File: src/rtl/gb80_rf_pkg.sv
// Shared encodings for the GB80 register-file access path: op codes, pair and
// register codes, and the sequencer state type.
package gb80_rf_pkg;

  typedef enum logic [1:0] {
    RF_OP_RD8  = 2'd0,
    RF_OP_WR8  = 2'd1,
    RF_OP_RD16 = 2'd2,
    RF_OP_WR16 = 2'd3
  } rf_op_e;

  localparam logic [2:0] RF_PAIR_BC = 3'd0;
  localparam logic [2:0] RF_PAIR_DE = 3'd1;
  localparam logic [2:0] RF_PAIR_HL = 3'd2;
  localparam logic [2:0] RF_PAIR_PC = 3'd3;

  localparam logic [2:0] RF_REG_B   = 3'd0;
  localparam logic [2:0] RF_REG_C   = 3'd1;
  localparam logic [2:0] RF_REG_D   = 3'd2;
  localparam logic [2:0] RF_REG_E   = 3'd3;
  localparam logic [2:0] RF_REG_H   = 3'd4;
  localparam logic [2:0] RF_REG_L   = 3'd5;
  localparam logic [2:0] RF_REG_MEM = 3'd6;
  localparam logic [2:0] RF_REG_A   = 3'd7;

  typedef enum logic [2:0] {
    StIdle,
    StIssue,
    StIssueLo,
    StCapture,
    StAck
  } rf_state_e;

endpackage

File: src/rtl/rf_rr_arbiter.sv
// Two-way round-robin arbiter between execute and fetch. Grants only while
// enabled; the last-grant register starts on fetch so execute wins the first tie.
module rf_rr_arbiter (
  input  logic clk_i,
  input  logic rst_ni,
  input  logic en_i,
  input  logic req_ex_i,
  input  logic req_fe_i,
  output logic gnt_ex_o,
  output logic gnt_fe_o
);

  logic last_fe_q, last_fe_d;

  always_comb begin
    gnt_ex_o  = en_i & req_ex_i & (~req_fe_i | last_fe_q);
    gnt_fe_o  = en_i & req_fe_i & (~req_ex_i | ~last_fe_q);
    last_fe_d = last_fe_q;
    if (gnt_ex_o) begin
      last_fe_d = 1'b0;
    end else if (gnt_fe_o) begin
      last_fe_d = 1'b1;
    end
  end

  always_ff @(posedge clk_i or negedge rst_ni) begin
    if (!rst_ni) begin
      last_fe_q <= 1'b1;
    end else begin
      last_fe_q <= last_fe_d;
    end
  end

endmodule

File: src/rtl/rf_access_sequencer.sv
// Register-file front end: arbitrates execute/fetch requests and sequences each
// granted op onto the RF byte port and pair-read port, acking the requester.
module rf_access_sequencer
  import gb80_rf_pkg::*;
#(
  parameter int unsigned DATA_WIDTH    = 8,
  parameter int unsigned ADDRESS_WIDTH = 3
) (
  input  logic                      i_clk,
  input  logic                      i_reset_n,
  input  logic                      i_ex_req,
  input  logic [1:0]                i_ex_op,
  input  logic [ADDRESS_WIDTH-1:0]  i_ex_addr,
  input  logic [2*DATA_WIDTH-1:0]   i_ex_wdata,
  output logic                      o_ex_ack,
  output logic                      o_ex_err,
  input  logic                      i_fe_req,
  input  logic [1:0]                i_fe_op,
  input  logic [ADDRESS_WIDTH-1:0]  i_fe_addr,
  input  logic [2*DATA_WIDTH-1:0]   i_fe_wdata,
  output logic                      o_fe_ack,
  output logic                      o_fe_err,
  output logic [2*DATA_WIDTH-1:0]   o_rdata,
  output logic                      o_rf_wr_en,
  output logic                      o_rf_rd_en,
  output logic                      o_rf_rd_addr_en,
  output logic [ADDRESS_WIDTH-1:0]  o_rf_addr,
  output logic [DATA_WIDTH-1:0]     o_rf_data,
  input  logic [DATA_WIDTH-1:0]     i_rf_data,
  input  logic [2*DATA_WIDTH-1:0]   i_rf_addr_data
);

  function automatic logic is_illegal(rf_op_e op, logic [ADDRESS_WIDTH-1:0] a);
    case (op)
      RF_OP_WR8:  return a == ADDRESS_WIDTH'(RF_REG_MEM);
      RF_OP_RD16: return a > ADDRESS_WIDTH'(RF_PAIR_PC);
      RF_OP_WR16: return a >= ADDRESS_WIDTH'(RF_PAIR_PC);
      default:    return 1'b0;
    endcase
  endfunction

  // Pair p maps to byte registers 2p (high) and 2p+1 (low).
  function automatic logic [ADDRESS_WIDTH-1:0] pair_reg(logic [ADDRESS_WIDTH-1:0] a, logic lo);
    return {a[ADDRESS_WIDTH-2:0], lo};
  endfunction

  rf_state_e                 state_q, state_d;
  logic                      id_fe_q, id_fe_d;
  rf_op_e                    op_q, op_d;
  logic [ADDRESS_WIDTH-1:0]  lo_addr_q, lo_addr_d;
  logic [DATA_WIDTH-1:0]     wlo_q, wlo_d;
  logic                      err_q, err_d;
  logic [2*DATA_WIDTH-1:0]   rdata_q, rdata_d;
  logic                      wr_en_q, wr_en_d;
  logic                      rd_en_q, rd_en_d;
  logic                      rd_addr_en_q, rd_addr_en_d;
  logic [ADDRESS_WIDTH-1:0]  rf_addr_q, rf_addr_d;
  logic [DATA_WIDTH-1:0]     rf_data_q, rf_data_d;
  logic                      ex_ack_q, ex_ack_d, fe_ack_q, fe_ack_d;
  logic                      ex_err_q, ex_err_d, fe_err_q, fe_err_d;

  logic                      gnt_ex, gnt_fe;
  rf_op_e                    sel_op;
  logic [ADDRESS_WIDTH-1:0]  sel_addr;
  logic [2*DATA_WIDTH-1:0]   sel_wdata;

  rf_rr_arbiter u_arb (
    .clk_i    (i_clk),
    .rst_ni   (i_reset_n),
    .en_i     (state_q == StIdle),
    .req_ex_i (i_ex_req),
    .req_fe_i (i_fe_req),
    .gnt_ex_o (gnt_ex),
    .gnt_fe_o (gnt_fe)
  );

  assign sel_op    = gnt_fe ? rf_op_e'(i_fe_op) : rf_op_e'(i_ex_op);
  assign sel_addr  = gnt_fe ? i_fe_addr : i_ex_addr;
  assign sel_wdata = gnt_fe ? i_fe_wdata : i_ex_wdata;

  // Outputs are computed for the state being entered, so they are registered
  // yet still a pure function of (state, latched op).
  always_comb begin
    state_d      = state_q;
    id_fe_d      = id_fe_q;
    op_d         = op_q;
    lo_addr_d    = lo_addr_q;
    wlo_d        = wlo_q;
    err_d        = err_q;
    rdata_d      = rdata_q;
    rf_addr_d    = rf_addr_q;
    rf_data_d    = rf_data_q;
    wr_en_d      = 1'b0;
    rd_en_d      = 1'b0;
    rd_addr_en_d = 1'b0;
    ex_ack_d     = 1'b0;
    fe_ack_d     = 1'b0;
    ex_err_d     = 1'b0;
    fe_err_d     = 1'b0;

    case (state_q)
      StIdle: begin
        if (gnt_ex || gnt_fe) begin
          id_fe_d   = gnt_fe;
          op_d      = sel_op;
          lo_addr_d = pair_reg(sel_addr, 1'b1);
          wlo_d     = sel_wdata[DATA_WIDTH-1:0];
          err_d     = is_illegal(sel_op, sel_addr);
          if (err_d) begin
            state_d = StAck;
          end else begin
            state_d   = StIssue;
            rf_addr_d = sel_addr;
            case (sel_op)
              RF_OP_RD8:  rd_en_d = 1'b1;
              RF_OP_WR8: begin
                wr_en_d   = 1'b1;
                rf_data_d = sel_wdata[DATA_WIDTH-1:0];
              end
              RF_OP_RD16: rd_addr_en_d = 1'b1;
              default: begin
                wr_en_d   = 1'b1;
                rf_addr_d = pair_reg(sel_addr, 1'b0);
                rf_data_d = sel_wdata[2*DATA_WIDTH-1:DATA_WIDTH];
              end
            endcase
          end
        end
      end
      StIssue: begin
        case (op_q)
          RF_OP_WR16: begin
            state_d   = StIssueLo;
            wr_en_d   = 1'b1;
            rf_addr_d = lo_addr_q;
            rf_data_d = wlo_q;
          end
          RF_OP_RD8, RF_OP_RD16: state_d = StCapture;
          default:               state_d = StAck;
        endcase
      end
      StIssueLo: state_d = StAck;
      StCapture: begin
        rdata_d = (op_q == RF_OP_RD16) ? i_rf_addr_data
                                       : {{DATA_WIDTH{1'b0}}, i_rf_data};
        state_d = StAck;
      end
      StAck:   state_d = StIdle;
      default: state_d = StIdle;
    endcase

    if (state_d == StAck) begin
      ex_ack_d = ~id_fe_d;
      fe_ack_d = id_fe_d;
      ex_err_d = ~id_fe_d & err_d;
      fe_err_d = id_fe_d & err_d;
    end
  end

  always_ff @(posedge i_clk or negedge i_reset_n) begin
    if (!i_reset_n) begin
      state_q      <= StIdle;
      id_fe_q      <= 1'b0;
      op_q         <= RF_OP_RD8;
      lo_addr_q    <= '0;
      wlo_q        <= '0;
      err_q        <= 1'b0;
      rdata_q      <= '0;
      wr_en_q      <= 1'b0;
      rd_en_q      <= 1'b0;
      rd_addr_en_q <= 1'b0;
      rf_addr_q    <= '0;
      rf_data_q    <= '0;
      ex_ack_q     <= 1'b0;
      fe_ack_q     <= 1'b0;
      ex_err_q     <= 1'b0;
      fe_err_q     <= 1'b0;
    end else begin
      state_q      <= state_d;
      id_fe_q      <= id_fe_d;
      op_q         <= op_d;
      lo_addr_q    <= lo_addr_d;
      wlo_q        <= wlo_d;
      err_q        <= err_d;
      rdata_q      <= rdata_d;
      wr_en_q      <= wr_en_d;
      rd_en_q      <= rd_en_d;
      rd_addr_en_q <= rd_addr_en_d;
      rf_addr_q    <= rf_addr_d;
      rf_data_q    <= rf_data_d;
      ex_ack_q     <= ex_ack_d;
      fe_ack_q     <= fe_ack_d;
      ex_err_q     <= ex_err_d;
      fe_err_q     <= fe_err_d;
    end
  end

  assign o_ex_ack        = ex_ack_q;
  assign o_fe_ack        = fe_ack_q;
  assign o_ex_err        = ex_err_q;
  assign o_fe_err        = fe_err_q;
  assign o_rdata         = rdata_q;
  assign o_rf_wr_en      = wr_en_q;
  assign o_rf_rd_en      = rd_en_q;
  assign o_rf_rd_addr_en = rd_addr_en_q;
  assign o_rf_addr       = rf_addr_q;
  assign o_rf_data       = rf_data_q;

endmodule
File: config.mk
export PLATFORM = sky130hd
export DESIGN_NAME = rf_access_sequencer
export DESIGN_NICKNAME = d
export VERILOG_FILES = /design/src/rtl/gb80_rf_pkg.sv /design/src/rtl/rf_rr_arbiter.sv /design/src/rtl/rf_access_sequencer.sv
export SDC_FILE = /design/constraint.sdc
export NUM_CORES = 1
export LEC_CHECK = 0
export ABC_AREA = 1
export BUFFER_PORTS_ARGS = -buffer_cell sky130_fd_sc_hd__clkbuf_2
export CAP_MARGIN = 20
export CELL_PAD_IN_SITES_DETAIL_PLACEMENT = 1
export CELL_PAD_IN_SITES_GLOBAL_PLACEMENT = 2
export CORE_MARGIN = 10
export CORE_UTILIZATION = 25
export DETAILED_ROUTE_END_ITERATION = 6
export PLACE_DENSITY = 0.76
export SYNTH_ARGS = -nofsm -noshare
export SYNTH_HDL_FRONTEND = slang
export SYNTH_SLANG_ARGS = --single-unit
File: constraint.sdc
create_clock -name i_clk -period 1.6 [get_ports i_clk]
set_input_delay 0 -clock i_clk [delete_from_list [all_inputs] [get_ports i_clk]]
set_output_delay 0 -clock i_clk [all_outputs]
set_load 0.01 [all_outputs]
# ---- After elaboration in Yosys (flattened, before gate mapping)
# Cells that the tools add are included.
# Widths: inputs -> output; s select.
dict set report word_totals {
  regBits 53
  latch_bits 0
  mem_bits_rw 0
  rom_bits 0
  in_bits 70
  output_inout_bits 34
  word_cells 102
  mem_count 0
}
dict set report op_classes {
  addsub 0
  mul 0
  div 0
  magnitude_cmp 2
  n_eq_ne 14
  shifts 0
  mux 44
  n_bitwise 12
  n_reduce_logical 13
}
# cell count
set ops {}
lappend ops {{$mux 16} 2}
lappend ops {{$pmux 8 s2} 2}
lappend ops {{$mux 1} 24}
lappend ops {{$mux 8} 3}
lappend ops {{$mux 3} 7}
lappend ops {{$pmux 3 s2} 2}
lappend ops {{$pmux 3 s3} 1}
lappend ops {{$eq 2x2->1 const B} 4}
lappend ops {{$ne 2x2->1 const B} 4}
lappend ops {{$and 1x1->1} 6}
lappend ops {{$eq 3x2->1 const B} 2}
lappend ops {{$eq 3x3->1 const B} 2}
lappend ops {{$reduce_or 2->1} 3}
lappend ops {{$reduce_and 5->1} 1}
lappend ops {{$logic_not 2->1} 2}
lappend ops {{$not 1->1} 4}
lappend ops {{$reduce_and 4->1} 1}
lappend ops {{$reduce_bool 2->1} 2}
lappend ops {{$eq 3x1->1 const B} 1}
lappend ops {{$ge 3x2->1 const B} 1}
lappend ops {{$gt 3x2->1 const B} 1}
lappend ops {{$logic_not 3->1} 1}
lappend ops {{$pmux 1 s3} 1}
lappend ops {{$reduce_or 3->1} 1}
lappend ops {{6 further kinds} 7}

# ---- Logic depth before layout (Yosys ltp)
dict set report depth {
  word_depth 13
  ltp_mapped 15
  mapped_depth_nobuf 14
}

# ---- Cells and area by module
# A second synthesis with hierarchy kept.
dict set report unflattened {
  hier_cells 359
  hier_area_um2 2736.4
}
# mod n_inst cells_each area_each_um2 seq_area_each_um2
set by_module_without_submodules {}
lappend by_module_without_submodules {rf_access_sequencer 1 348 2671.3 1301.2}
lappend by_module_without_submodules {rf_rr_arbiter 1 11 65.1 26.3}

# ---- Worst setup path after synthesis
# OpenSTA, ideal clock, no wires.
dict set report synth_timing {
  path_kind {register -> register}
  startpoint {register u_arb.last_fe_q}
  endpoint {register rf_data_q[0], in the netlist o_rf_data[0]}
  setup_time_ps 119
  arrival_time_ps 1618
  required_time_ps 1481
  path_slack_ps -137
  stages_incl_launch_ff 15
  n_path_buf 1
  synth_period_minus_slack_ps 1737
  path_cell_list {dfstp_2 nand2_2 nand2_4 inv_1 nand2_4 buf_6 nand2_1 nand2_2 nand2_2 nor2_4 nand2_4 nand3_4 nand2_4 nand2_1 nand2_1}
}
dict set report synth_via {
  elab_chain_cells 10
  elab_cells_between_ends 28
  cone_classes {order compare (2); eq/ne (7); mux (10); bitwise (5); reduce/logical (4)}
}
# element line_no
set synth_rtl {}
lappend synth_rtl {{from (decl)} rf_rr_arbiter.sv:13} ;# logic last_fe_q, last_fe_d;
lappend synth_rtl {{from (signal assigned)} rf_rr_arbiter.sv:30} ;# last_fe_q <= last_fe_d;
lappend synth_rtl {{$not 1->1} rf_rr_arbiter.sv:17} ;# gnt_fe_o = en_i & req_fe_i & (~req_ex_i | ~last_fe_q);
lappend synth_rtl {{$or 1x1->1} rf_rr_arbiter.sv:17}
lappend synth_rtl {{$and 1x1->1} rf_rr_arbiter.sv:17}
lappend synth_rtl {{$mux 3 or $mux 2 (tied branches)} {rf_access_sequencer.sv:78, rf_access_sequencer.sv:77}}
lappend synth_rtl {{$ge 3x2->1 (tied with other cells)} rf_access_sequencer.sv:37} ;# RF_OP_WR16: return a >= ADDRESS_WIDTH'(RF_PAIR_PC);
lappend synth_rtl {{$pmux 1 s3 or $reduce_or 2->1 (tied branches)} -}
lappend synth_rtl {{$mux 1 or $pmux 8 s2 (tied branches)} {rf_access_sequencer.sv:103, rf_access_sequencer.sv:114}}
lappend synth_rtl {{$mux 1 or $mux 8 (tied branches)} {rf_access_sequencer.sv:101, rf_access_sequencer.sv:109}}
lappend synth_rtl {{$ne 2x2->1 (no source line) or $mux 8 (tied branches)} -}
lappend synth_rtl {{$reduce_and 5->1 (no source line) or $pmux 8 s2 (tied branches)} -}
lappend synth_rtl {{to (signal assigned)} rf_access_sequencer.sv:190} ;# rf_data_q <= rf_data_d;
lappend synth_rtl {{to (decl)} rf_access_sequencer.sv:58} ;# logic [DATA_WIDTH-1:0] rf_data_q, rf_data_d;
# Several ways; a longest one is shown, not always the timed one. The select of a mux whose other input is x is not followed.
# A chain may end at the register's enable or synchronous reset.

# ---- Worst setup path after layout
dict set report layout_timing {
  startpoint {register u_arb.last_fe_q}
  endpoint {register fe_err_q, in the netlist o_fe_err}
}
dict set report layout_via {
  elab_chain_cells 13
  elab_cells_between_ends 27
  cone_classes {order compare (2); eq/ne (5); mux (13); bitwise (6); reduce/logical (1)}
}
# element line_no
set layout_rtl {}
lappend layout_rtl {{$not 1->1} rf_rr_arbiter.sv:17}
lappend layout_rtl {{$or 1x1->1} rf_rr_arbiter.sv:17}
lappend layout_rtl {{$and 1x1->1} rf_rr_arbiter.sv:17}
lappend layout_rtl {{$mux 3 or $mux 2 (tied branches)} {rf_access_sequencer.sv:78, rf_access_sequencer.sv:77}}
lappend layout_rtl {{$ge 3x2->1 (tied with other cells)} rf_access_sequencer.sv:37}
lappend layout_rtl {{$pmux 1 s3} rf_access_sequencer.sv:34} ;# case (op)
lappend layout_rtl {{$mux 1} rf_access_sequencer.sv:103} ;# if (gnt_ex || gnt_fe) begin
lappend layout_rtl {{$mux 1} rf_access_sequencer.sv:101} ;# case (state_q)
lappend layout_rtl {{$mux 3} rf_access_sequencer.sv:109} ;# if (err_d) begin
lappend layout_rtl {{$mux 3 *} rf_access_sequencer.sv:103}
lappend layout_rtl {{$pmux 3 s3 *} rf_access_sequencer.sv:101}
lappend layout_rtl {{via state_d[2]} rf_access_sequencer.sv:47} ;# rf_state_e state_q, state_d;
lappend layout_rtl {{$eq 3x3->1 *} rf_access_sequencer.sv:152} ;# if (state_d == StAck) begin
lappend layout_rtl {{$mux 1 *} rf_access_sequencer.sv:152}
lappend layout_rtl {{via fe_err_d} rf_access_sequencer.sv:60} ;# logic ex_err_q, ex_err_d, fe_err_q, fe_err_d;
lappend layout_rtl {{to (signal assigned)} rf_access_sequencer.sv:194} ;# fe_err_q <= fe_err_d;
lappend layout_rtl {{to (decl)} rf_access_sequencer.sv:60}
# The timed path passes the listed nets; every way through them passes the cells marked *. The select of a mux whose other input is x is not followed.

==> flow_metrics.py <==
metrics = {
    "timing": {
        "slew_headroom_pct": 79.1,
        "fin_skew_ps": 5.09,
        "finalCriticalPeriod_ps": 1840,
        "setup_slack_ps": -244,
        "hold_viol": 0,
        "max_slew.worst_pin.slew_ps": 314,
        "drv_slew": 0,
        "setup_viol": 21,
        "fin_crit_sh_pct": 115,
        "max_freq_mhz": 542,
        "rsz0062_at_grt": "yes",
    },
    "setup_path": {
        "critPathMaxFanout": 4,
        "cp.arrival_ps": 2070,
        "setup.worst_path.end_class": "flop",
        "timing.rr.start": "u_arb.last_fe_q",
        "crit_type": "flop to flop",
        "setup.worst_path.start": "u_arb.last_fe_q",
        "r2r-end": "o_fe_err",
        "cp.required_ps": 1820,
        "start_kind": "flop",
        "reg2reg_depth": 12,
        "crit_end": "o_fe_err",
        "reg2reg_setup_slack_ps": -240,
    },
    "routing": {
        "ant_nets": 0,
        "wl_per_cell_um": 16.3,
        "drtIter0Drc": 76,
        "viasPerCell": 4.44,
        "wl_um": 10600,
        "firstDrtPassIters": 3,
        "vias": 2872,
        "drcViolationCount": 0,
    },
    "cts": {
        "insertion_delay_ps": 290,
        "cts_max_path_buffers": 2,
        "h-tree-depth": 2,
        "clk_pin_slew_worst_paths_ps": 70,
        "cts_root_buf": "clkbuf_16",
        "cts_made_buffers": 5,
        "cts_sinks": 53,
        "cts_tree": "built",
    },
    "floorplan": {
        "die-area_um2": 15900,
        "core_um2": 10900,
        "initial_utilization_pct": 25.8,
        "row_count": 38,
        "ioPinCount": 104,
        "die_h_um": 126,
        "fp.dieW_um": 126,
    },
    "layout": {
        "layout-drive-gt1-share_pct": 48.3,
        "diodes": 0,
        "final_core_utilization_pct": 41.8,
        "mostFrequentLayoutCell": "clkbuf_2",
        "nNetsFinal": 576,
        "syn2layout_area_growth_pct": 61.9,
        "layout_common_cells": "clkbuf_2 (103), nand2_1 (78), dfrtp_1 (51)",
    },
    "synthesis": {
        "ys_ff_latch": 53,
        "ys_warn_count": 0,
        "syn-cell-area_um2": 2820,
        "syn_area_per_cell_um2": 8.28,
        "yosysUniqueCellTypes": 30,
        "synth-seq-area-share_pct": 47.0,
        "syn_nets": 411,
        "syn_inst": 341,
    },
    "grt": {
        "grt_pass1_wl_um": 17100,
        "grt_max_degree": 54,
        "grt-ovfl-total": 0,
        "antenna_found_initial": 1,
        "grt_pass1_vias": 3266,
        "track_usage_pct": 12.9,
    },
    "place": {
        "portBuffers": 103,
        "dp_hpwl_um": 7460,
        "routabilityCongestion": 0.776,
    },
    "run": {
        "max_cap_viol_count": 0,
    },
    "power": {
        "p_sw_share_pct": 43.0,
        "seq_power_share_pct": 27.9,
        "irDropWorstVdd_uv": 733,
        "internal_power_mw": 4.81,
        "clockPowerShare_pct": 15.1,
        "power.leakage_nw": 2.30,
        "total_power_mw": 8.43,
        "power.switching_mw": 3.62,
        "combPwrFrac_pct": 57.0,
        "power_density_nw_per_um2": 1840,
    },
    "status": {
        "violations": "negative setup slack",
        "outcome": "complete, but fails checks",
    },
    "min_path": {
        "min_path_cells": 3,
        "worst_hold_path_type": "input pin to flop",
    },
}
layer usage:
layer	wire (µm)	global-route usage [%]	vias up
li1	-	-	1431
met1	4310	15.0	1366
met2	5460	22.2	69
met3	766	5.20	4
met4	31	1.88	2
met5	13	0	-
what timing repair did:
item / CTS / global route
endpoints found under the hold margin: 69 / 0
setup buffers: 5 / 7
hold buffers: 25 / 0
resized for setup: 32 / 47
pin swaps: 11 / 24
endpoints found under the setup margin: 21 / 42
worst max-delay path, stage by stage (launching register included):
cell and delay [ps]:
dfstp_2 550, nand2_2 60, nand2_4 140, o21bai_4 90
nand2_4 100, clkinvlp_4 140, nor2_8 200, nand2_4 110
nand2_4 110, nand2_4 70, nand2_4 70, inv_4 50
nor2_2 90
through the flow:
step | setup TNS, ps | cells | cell area [µm²] | setup WS, ps | hold slack (ps)
detailed placement | -3930 | 602 | 3740 | -274 | 35.5
CTS | -3660 | 640 | 4320 | -233 | 31.0
floorplan | -906 | 341 | 2830 | -84.1 | -296
global placement | -2860 | 602 | 3740 | -207 | 30.9
global route | -7250 | 647 | 4570 | -374 | 31.7
finish | -4190 | 647 | 4570 | -244 | 28.7
power by group through the flow:
| stage | Combinational, mW | Clock (mW) | Sequential, mW |
|---|---|---|---|
| floorplan | 2.22 | 0 | 2.43 |
| global placement | 3.92 | 0 | 2.32 |
| detailed placement | 4.01 | 0 | 2.34 |
| CTS | 4.35 | 1.32 | 2.34 |
| global route | 5.34 | 1.38 | 2.44 |
| finish | 4.80 | 1.28 | 2.35 |
registers in the layout, indices dropped and copies added (netlist names):
signal           cells
state_q              3
o_rf_data            8
o_rf_addr            3
o_ex_ack             1
o_rf_rd_addr_en      1
o_fe_err             1
lo_addr_q            3
op_q                 2
o_rdata             16
o_rf_rd_en           1
err_q                1
o_rf_wr_en           1
u_arb.last_fe_q      1
o_ex_err             1
id_fe_q              1
o_fe_ack             1
wlo_q                8
cell usage after synthesis, drive strengths merged:
library cell	number	area share (%)
a21oi	1	0.18
a22oi	1	0.27
a31oi	8	1.8
and2	1	0.31
buf	5	1.7
clkbuf	6	0.80
dfrtp	52	46
dfstp	1	0.93
inv	28	3.7
mux2i	8	2.8
nand2	113	19
nand3	33	6.5
nor2	43	8.4
nor3	3	0.53
o21ai	34	6.2
o21bai	2	0.66
o22ai	2	0.44
logic make-up after synthesis:
logic type | share of synthesized area, %
AO/OA/AOI/OAI | 9.48
buffers and inverters | 6.25
flip-flops | 47.0
multiplexers | 2.84
AND/OR/NAND/NOR | 34.4
how the worst min path moves through the flow:
| stage | from | to | slack [ps] |
|---|---|---|---|
| 6_report | i_ex_wdata[3] | wlo_q[3] | 30 |
| 3_5_place_dp | i_reset_n | o_fe_ack | 40 |
| 3_3_place_gp | i_reset_n | o_fe_ack | 30 |
| 5_1_grt | i_ex_wdata[4] | wlo_q[4] | 30 |
| 2_1_floorplan | i_reset_n | err_q | -300 |
| 4_1_cts | i_ex_wdata[1] | wlo_q[1] | 30 |
area by class of cell:
cell class              instances  area [µm²]
inverters                      28         116
repair buffers                169        1170
clock buffers                   7         143
fillers                      1299        6360
clock inverters                 1        30.0
multi-input cells             249        1610
well taps                     140         175
flip-flops and latches         53        1330
Power figures use the tool's default switching activity.
